**config.mk**
```make
export PLATFORM = sky130hd
export DESIGN_NAME = noc_switch_allocator
export DESIGN_NICKNAME = d
export VERILOG_FILES = /design/src/rtl/noc_switch_allocator.sv
export SDC_FILE = /design/constraint.sdc
export NUM_CORES = 1
export LEC_CHECK = 0
export CORE_MARGIN = 2
export CORE_UTILIZATION = 55
export CTS_CLUSTER_DIAMETER = 100
export DETAILED_ROUTE_END_ITERATION = 10
export GPL_TIMING_DRIVEN = 0
export HOLD_SLACK_MARGIN = 0.02
export PLACE_DENSITY = 0.84
export SYNTH_ARGS = -nofsm -noshare
export SYNTH_HDL_FRONTEND = slang
export SYNTH_SLANG_ARGS = --single-unit
```
**constraint.sdc**
```tcl
create_clock -name clk -period 3.9 [get_ports clk]
set_input_delay 0.585 -clock clk [delete_from_list [all_inputs] [get_ports clk]]
set_output_delay 0.585 -clock clk [all_outputs]
set_load 0.05 [all_outputs]
```
**src/rtl/noc_switch_allocator.sv**
```systemverilog
// rtl/noc_switch_allocator.sv - 5-port wormhole switch allocator with credits and stall watchdog
module noc_switch_allocator #(
  parameter int CREDITS = 4
) (
  input  logic        clk,
  input  logic        rst,
  input  logic [4:0]  in_req,
  input  logic [14:0] in_dest,
  input  logic [14:0] in_flit_id,
  input  logic [4:0]  credit_ret,
  input  logic [11:0] timeout_len,
  output logic [4:0]  in_grant,
  output logic [4:0]  out_valid,
  output logic [14:0] xbar_sel,
  output logic [4:0]  timeout_err
);

  localparam logic [0:0] ST_IDLE   = 1'b0;
  localparam logic [0:0] ST_LOCKED = 1'b1;
  localparam logic [3:0] CREDIT_MAX = 4'(CREDITS);

  // Per-output state; index is the output port number.
  logic [4:0][0:0]  state;
  logic [4:0][2:0]  owner;
  logic [4:0][2:0]  rr;
  logic [4:0][3:0]  credit;
  logic [4:0][11:0] stall;

  logic [4:0]       owned;
  logic [4:0][4:0]  cand;
  logic [4:0]       win_found;
  logic [4:0][2:0]  win_idx;
  logic [4:0]       fire;
  logic [4:0]       xfer;
  logic [4:0]       tail_xfer;

  // Only the head and tail bits of the flit type steer the allocator.
  logic unused_flit_bits;
  assign unused_flit_bits = ^{in_flit_id[1], in_flit_id[4], in_flit_id[7],
                              in_flit_id[10], in_flit_id[13]};

  // Next input index in round-robin order (0..4, wrapping).
  function automatic logic [2:0] rr_next(input logic [2:0] a);
    return (a >= 3'd4) ? 3'd0 : a + 3'd1;
  endfunction

  // Inputs currently holding a wormhole lock on some output.
  always_comb begin
    owned = '0;
    for (int o = 0; o < 5; o++) begin
      if (state[o] == ST_LOCKED) owned[owner[o]] = 1'b1;
    end
  end

  // Head flits at free inputs asking for each output; out-of-range dests never match.
  always_comb begin
    cand = '0;
    for (int o = 0; o < 5; o++) begin
      for (int i = 0; i < 5; i++) begin
        cand[o][i] = in_req[i] & in_flit_id[3*i] &
                     (in_dest[3*i +: 3] == 3'(o)) & ~owned[i];
      end
    end
  end

  // Round-robin pick per output, scanning from rr[o] upward.
  always_comb begin
    win_found = '0;
    win_idx   = '0;
    for (int o = 0; o < 5; o++) begin
      logic [2:0] idx;
      idx = rr[o];
      for (int k = 0; k < 5; k++) begin
        if (!win_found[o] && cand[o][idx]) begin
          win_found[o] = 1'b1;
          win_idx[o]   = idx;
        end
        idx = rr_next(idx);
      end
    end
  end

  // Watchdog fire and flit transfer; a firing watchdog suppresses the grant that cycle.
  always_comb begin
    fire      = '0;
    xfer      = '0;
    tail_xfer = '0;
    for (int o = 0; o < 5; o++) begin
      fire[o] = !rst && (state[o] == ST_LOCKED) && (timeout_len != 12'd0) &&
                (stall[o] == timeout_len);
      xfer[o] = !rst && (state[o] == ST_LOCKED) && !fire[o] &&
                in_req[owner[o]] && (credit[o] != 4'd0);
      tail_xfer[o] = xfer[o] && in_flit_id[3*owner[o] + 2];
    end
  end

  // Crossbar selects, pops and status outputs derived from the lock state.
  always_comb begin
    in_grant    = '0;
    xbar_sel    = '0;
    out_valid   = xfer;
    timeout_err = fire;
    for (int o = 0; o < 5; o++) begin
      if (xfer[o]) in_grant[owner[o]] = 1'b1;
      if (state[o] == ST_LOCKED) xbar_sel[3*o +: 3] = owner[o];
    end
  end

  // Lock FSM, round-robin pointer, credit counter and stall counter per output.
  always_ff @(posedge clk) begin
    if (rst) begin
      for (int o = 0; o < 5; o++) begin
        state[o]  <= ST_IDLE;
        owner[o]  <= 3'd0;
        rr[o]     <= 3'd0;
        credit[o] <= CREDIT_MAX;
        stall[o]  <= 12'd0;
      end
    end else begin
      for (int o = 0; o < 5; o++) begin
        if (xfer[o] && !credit_ret[o]) begin
          credit[o] <= credit[o] - 4'd1;
        end else if (!xfer[o] && credit_ret[o] && (credit[o] < CREDIT_MAX)) begin
          credit[o] <= credit[o] + 4'd1;
        end

        if (state[o] == ST_IDLE) begin
          stall[o] <= 12'd0;
          if (win_found[o]) begin
            state[o] <= ST_LOCKED;
            owner[o] <= win_idx[o];
          end
        end else if (fire[o] || tail_xfer[o]) begin
          state[o] <= ST_IDLE;
          rr[o]    <= rr_next(owner[o]);
          stall[o] <= 12'd0;
        end else if (xfer[o]) begin
          stall[o] <= 12'd0;
        end else if (stall[o] != 12'hfff) begin
          stall[o] <= stall[o] + 12'd1;
        end
      end
    end
  end

endmodule
```
==> impl_metrics.json <==
{
  "synthCells": 1453,
  "ys.warnings.count": 0,
  "layout.nets": 1659,
  "dieArea_sq_um": 21400,
  "syn2layout_area_growth_pct": 16.0,
  "setup_viol": 0,
  "relSlewSlack_pct": 35.9,
  "dieHeight_um": 146,
  "cp.required_ps": 3310,
  "grt_max_degree": 17,
  "power_mw": 6.23,
  "synth-simple-area-share_pct": 31.5,
  "tightest_slew_ps": 962,
  "cts_made_buffers": 17,
  "portBuffers": 71,
  "cts-resized-gates": 35,
  "via_per_inst": 6.62,
  "place_congestion": 1.01,
  "start_util_pct": 55.6,
  "core_area_sq_um": 20000,
  "timing.final.crit_share_pct": 98.6,
  "postCtsSetupBuffers": 0,
  "crit_chain": "clkdlybuf4s50_1, clkinv_4, nand2_2, or4_1, and3_1, and2_1, a22oi_1, nand3_1, buf_2",
  "avgSynthCellArea_sq_um": 7.66,
  "worst-path-buf-inv": 3,
  "track_usage_pct": 33.8,
  "hold_viol_final": 0,
  "totalWireLength_um": 37000,
  "async_reset_ff_share_pct": 0,
  "power_density_nw_per_um2": 482,
  "routedWlPerCell_um": 20.3,
  "fmax_ghz": 0.260,
  "synth_fp_nets": 1572,
  "rsz0062_at_grt": "yes",
  "critPathArrivalTime_ps": 3260,
  "gr-total-overflow": 0,
  "holdWs_ps": 524,
  "cts_tree": "built",
  "dr.pass1.iters": 6,
  "dp_hpwl_um": 27200,
  "path_max_fanout": 10,
  "finalMaxSlewViolations": 0,
  "path_delay_family": "simple AND/OR/NAND/NOR gates",
  "startpoint_type": "input port",
  "clk_pin_slew_ps": 60,
  "drc": 0,
  "fin_area_sq_um": 12900,
  "max_cap_violations": 0,
  "reg2reg_slack_ps": 130,
  "drive_above_1_share_pct": 9.21,
  "synthMuxAreaShare_pct": 6.32,
  "vias": 12062,
  "clock_latency_ps": 420,
  "placed_cell_area_sq_um": 12200,
  "synth-adder-area-share_pct": 7.64,
  "syn_area_sq_um": 11100,
  "synthXorXnorAreaFrac_pct": 9.05,
  "antenna_found_initial": 0,
  "cp_slowest_stage_delay_ps": 630,
  "ctsLongestPathBuffers": 2,
  "fin_setup_tns_ps": 0,
  "finalNonFillerCells": 1823,
  "ys_ff_latch": 115,
  "slowest_stage": "or4_1",
  "ant_nets": 0,
  "rows": 52,
  "clock-sinks": 115,
  "synth-edff-count": 0,
  "synth_compound_area_share_pct": 19.3,
  "mostFrequentLayoutCells": "nor2_1, dfxtp_1, a21oi_1",
  "h-tree-depth": 4,
  "criticalPathCategory": "in -> out",
  "clock_skew_ps": 6.91,
  "synth_top_family_by_area": "simple AND/OR/NAND/NOR gates",
  "antenna_cells": 0,
  "synthDistinctLibCells": 95,
  "io_pins": 84,
  "cts_root_buf": "clkbuf_16",
  "status": "finished clean",
  "hp-class": "reg -> reg",
  "grt_pass1_vias": 11354,
  "yosysSeqAreaShare_pct": 20.7,
  "cp-end-kind": "output pin",
  "grt_first_pass_wirelength_um": 58900,
  "hold_buffers": 0,
  "synth_ff_type": "dfxtp_1",
  "chipWidth_um": 146,
  "p_leak_nw": 4.80,
  "drt_iter0_markers": 1421,
  "final_common_cell": "nor2_1",
  "post-place-cells": 1794,
  "finalCriticalPeriod_ps": 3850,
  "peakVddDrop_mv": 0.375
}
per-layer routing:
| layer | up-vias | track usage [%] | routed length (um) |
|---|---|---|---|
| met2 | 728 | 54.9 | 16800 |
| met4 | 0 | 14.7 | 1540 |
| met3 | 140 | 8.13 | 4220 |
| met1 | 5650 | 43.1 | 14500 |
| li1 | 5544 | - | - |
| met5 | - | 0 | 0 |
stage by stage:
step | worst slack [ps] | utilization (%)
final | 53.2 | 64.4
after global routing | -20.3 | 64.4
after CTS | 10.9 | 64.0
after detailed placement | -716 | 60.8
after global placement | -700 | 60.8
after floorplan | 251 | -
tightest hold or removal path, cell delays in order, from the launching register on:
cell     delay [ps]
dfxtp_1         330
nand2_1          60
a31oi_1          70
state kept, by name, indices dropped and copies added, names as in the netlist:
| signal | flops |
|---|---|
| owner | 15 |
| credit | 20 |
| state | 5 |
| stall | 60 |
| rr | 15 |
power by group:
group | internal (mW) | leakage [nW] | switching (mW) | total [mW]
clock | 1.10 | 0.301 | 0.605 | 1.71
combinational | 1.28 | 3.56 | 1.81 | 3.09
sequential | 1.28 | 0.931 | 0.154 | 1.43
worst paths after layout:
| kind | to | start | cells past startpoint |
|---|---|---|---|
| min | credit[11]$_SDFFE_PP0P_ | credit[11]$_SDFFE_PP0P_ | 2 |
| min reg2reg | credit[11]$_SDFFE_PP0P_ | credit[11]$_SDFFE_PP0P_ | 2 |
| max | in_grant[4] | rst | 9 |
| max reg2reg | owner[1]$_SDFFE_PP0P_ | rr[1]$_SDFFE_PP0P_ | 16 |
final cells by class:
cell class              instances  area, sq um
plain buffers                  69          314
clock buffers                  19          453
clock inverters                13          183
fillers                      1748         7130
inverters                      78          298
multi-input cells            1188         8320
flip-flops and latches        115         2310
well taps                     270          338
repair buffers                 71          698
cell usage after synthesis, types with 5 or more instances:
cell | n | area (sq um)
o21a_1 | 10 | 75.1
nand3b_1 | 20 | 150
xor2_1 | 52 | 455
a22oi_1 | 8 | 60.1
nand3_1 | 67 | 335
or3_1 | 15 | 93.8
o22ai_1 | 10 | 62.6
or2_2 | 11 | 68.8
or2_1 | 6 | 37.5
fa_1 | 5 | 100
a211o_1 | 5 | 43.8
buf_2 | 24 | 120
nor3_1 | 58 | 290
nand2_1 | 86 | 323
and3_1 | 25 | 156
o21ai_1 | 6 | 30.0
mux2i_1 | 23 | 230
nor4_1 | 31 | 194
a21o_1 | 15 | 113
xnor2_1 | 63 | 552
a2111oi_0 | 5 | 43.8
ha_1 | 60 | 751
o311a_1 | 5 | 50.1
o311ai_0 | 5 | 43.8
nand4b_1 | 6 | 52.6
or4b_1 | 7 | 70.1
inv_1 | 75 | 282
nor2_1 | 151 | 567
nor3b_1 | 23 | 173
or4_1 | 12 | 90.1
a211oi_1 | 21 | 158
dfxtp_1 | 115 | 2300
nand2b_1 | 19 | 119
o31ai_1 | 5 | 37.5
o21ai_0 | 53 | 265
a31oi_1 | 10 | 62.6
a221o_1 | 5 | 50.1
clkbuf_1 | 45 | 169
nand4_1 | 37 | 231
o211ai_1 | 9 | 67.6
mux4_2 | 20 | 450
a21oi_1 | 92 | 460
nor2b_1 | 23 | 144
and2_1 | 20 | 125
kinds of logic (layout without fill, tap and decap cells):
logic type               Yosys count  count (layout)
XOR/XNOR                         115             115
multiplexers                      45              45
AO/OA/AOI/OAI                    319             319
AND/OR/NAND/NOR                  644             644
flip-flops                       115             115
buffers and inverters            150             250
adder cells (fa/ha/maj)           65              65
Note: power is estimated with default switching activity, not from simulation.
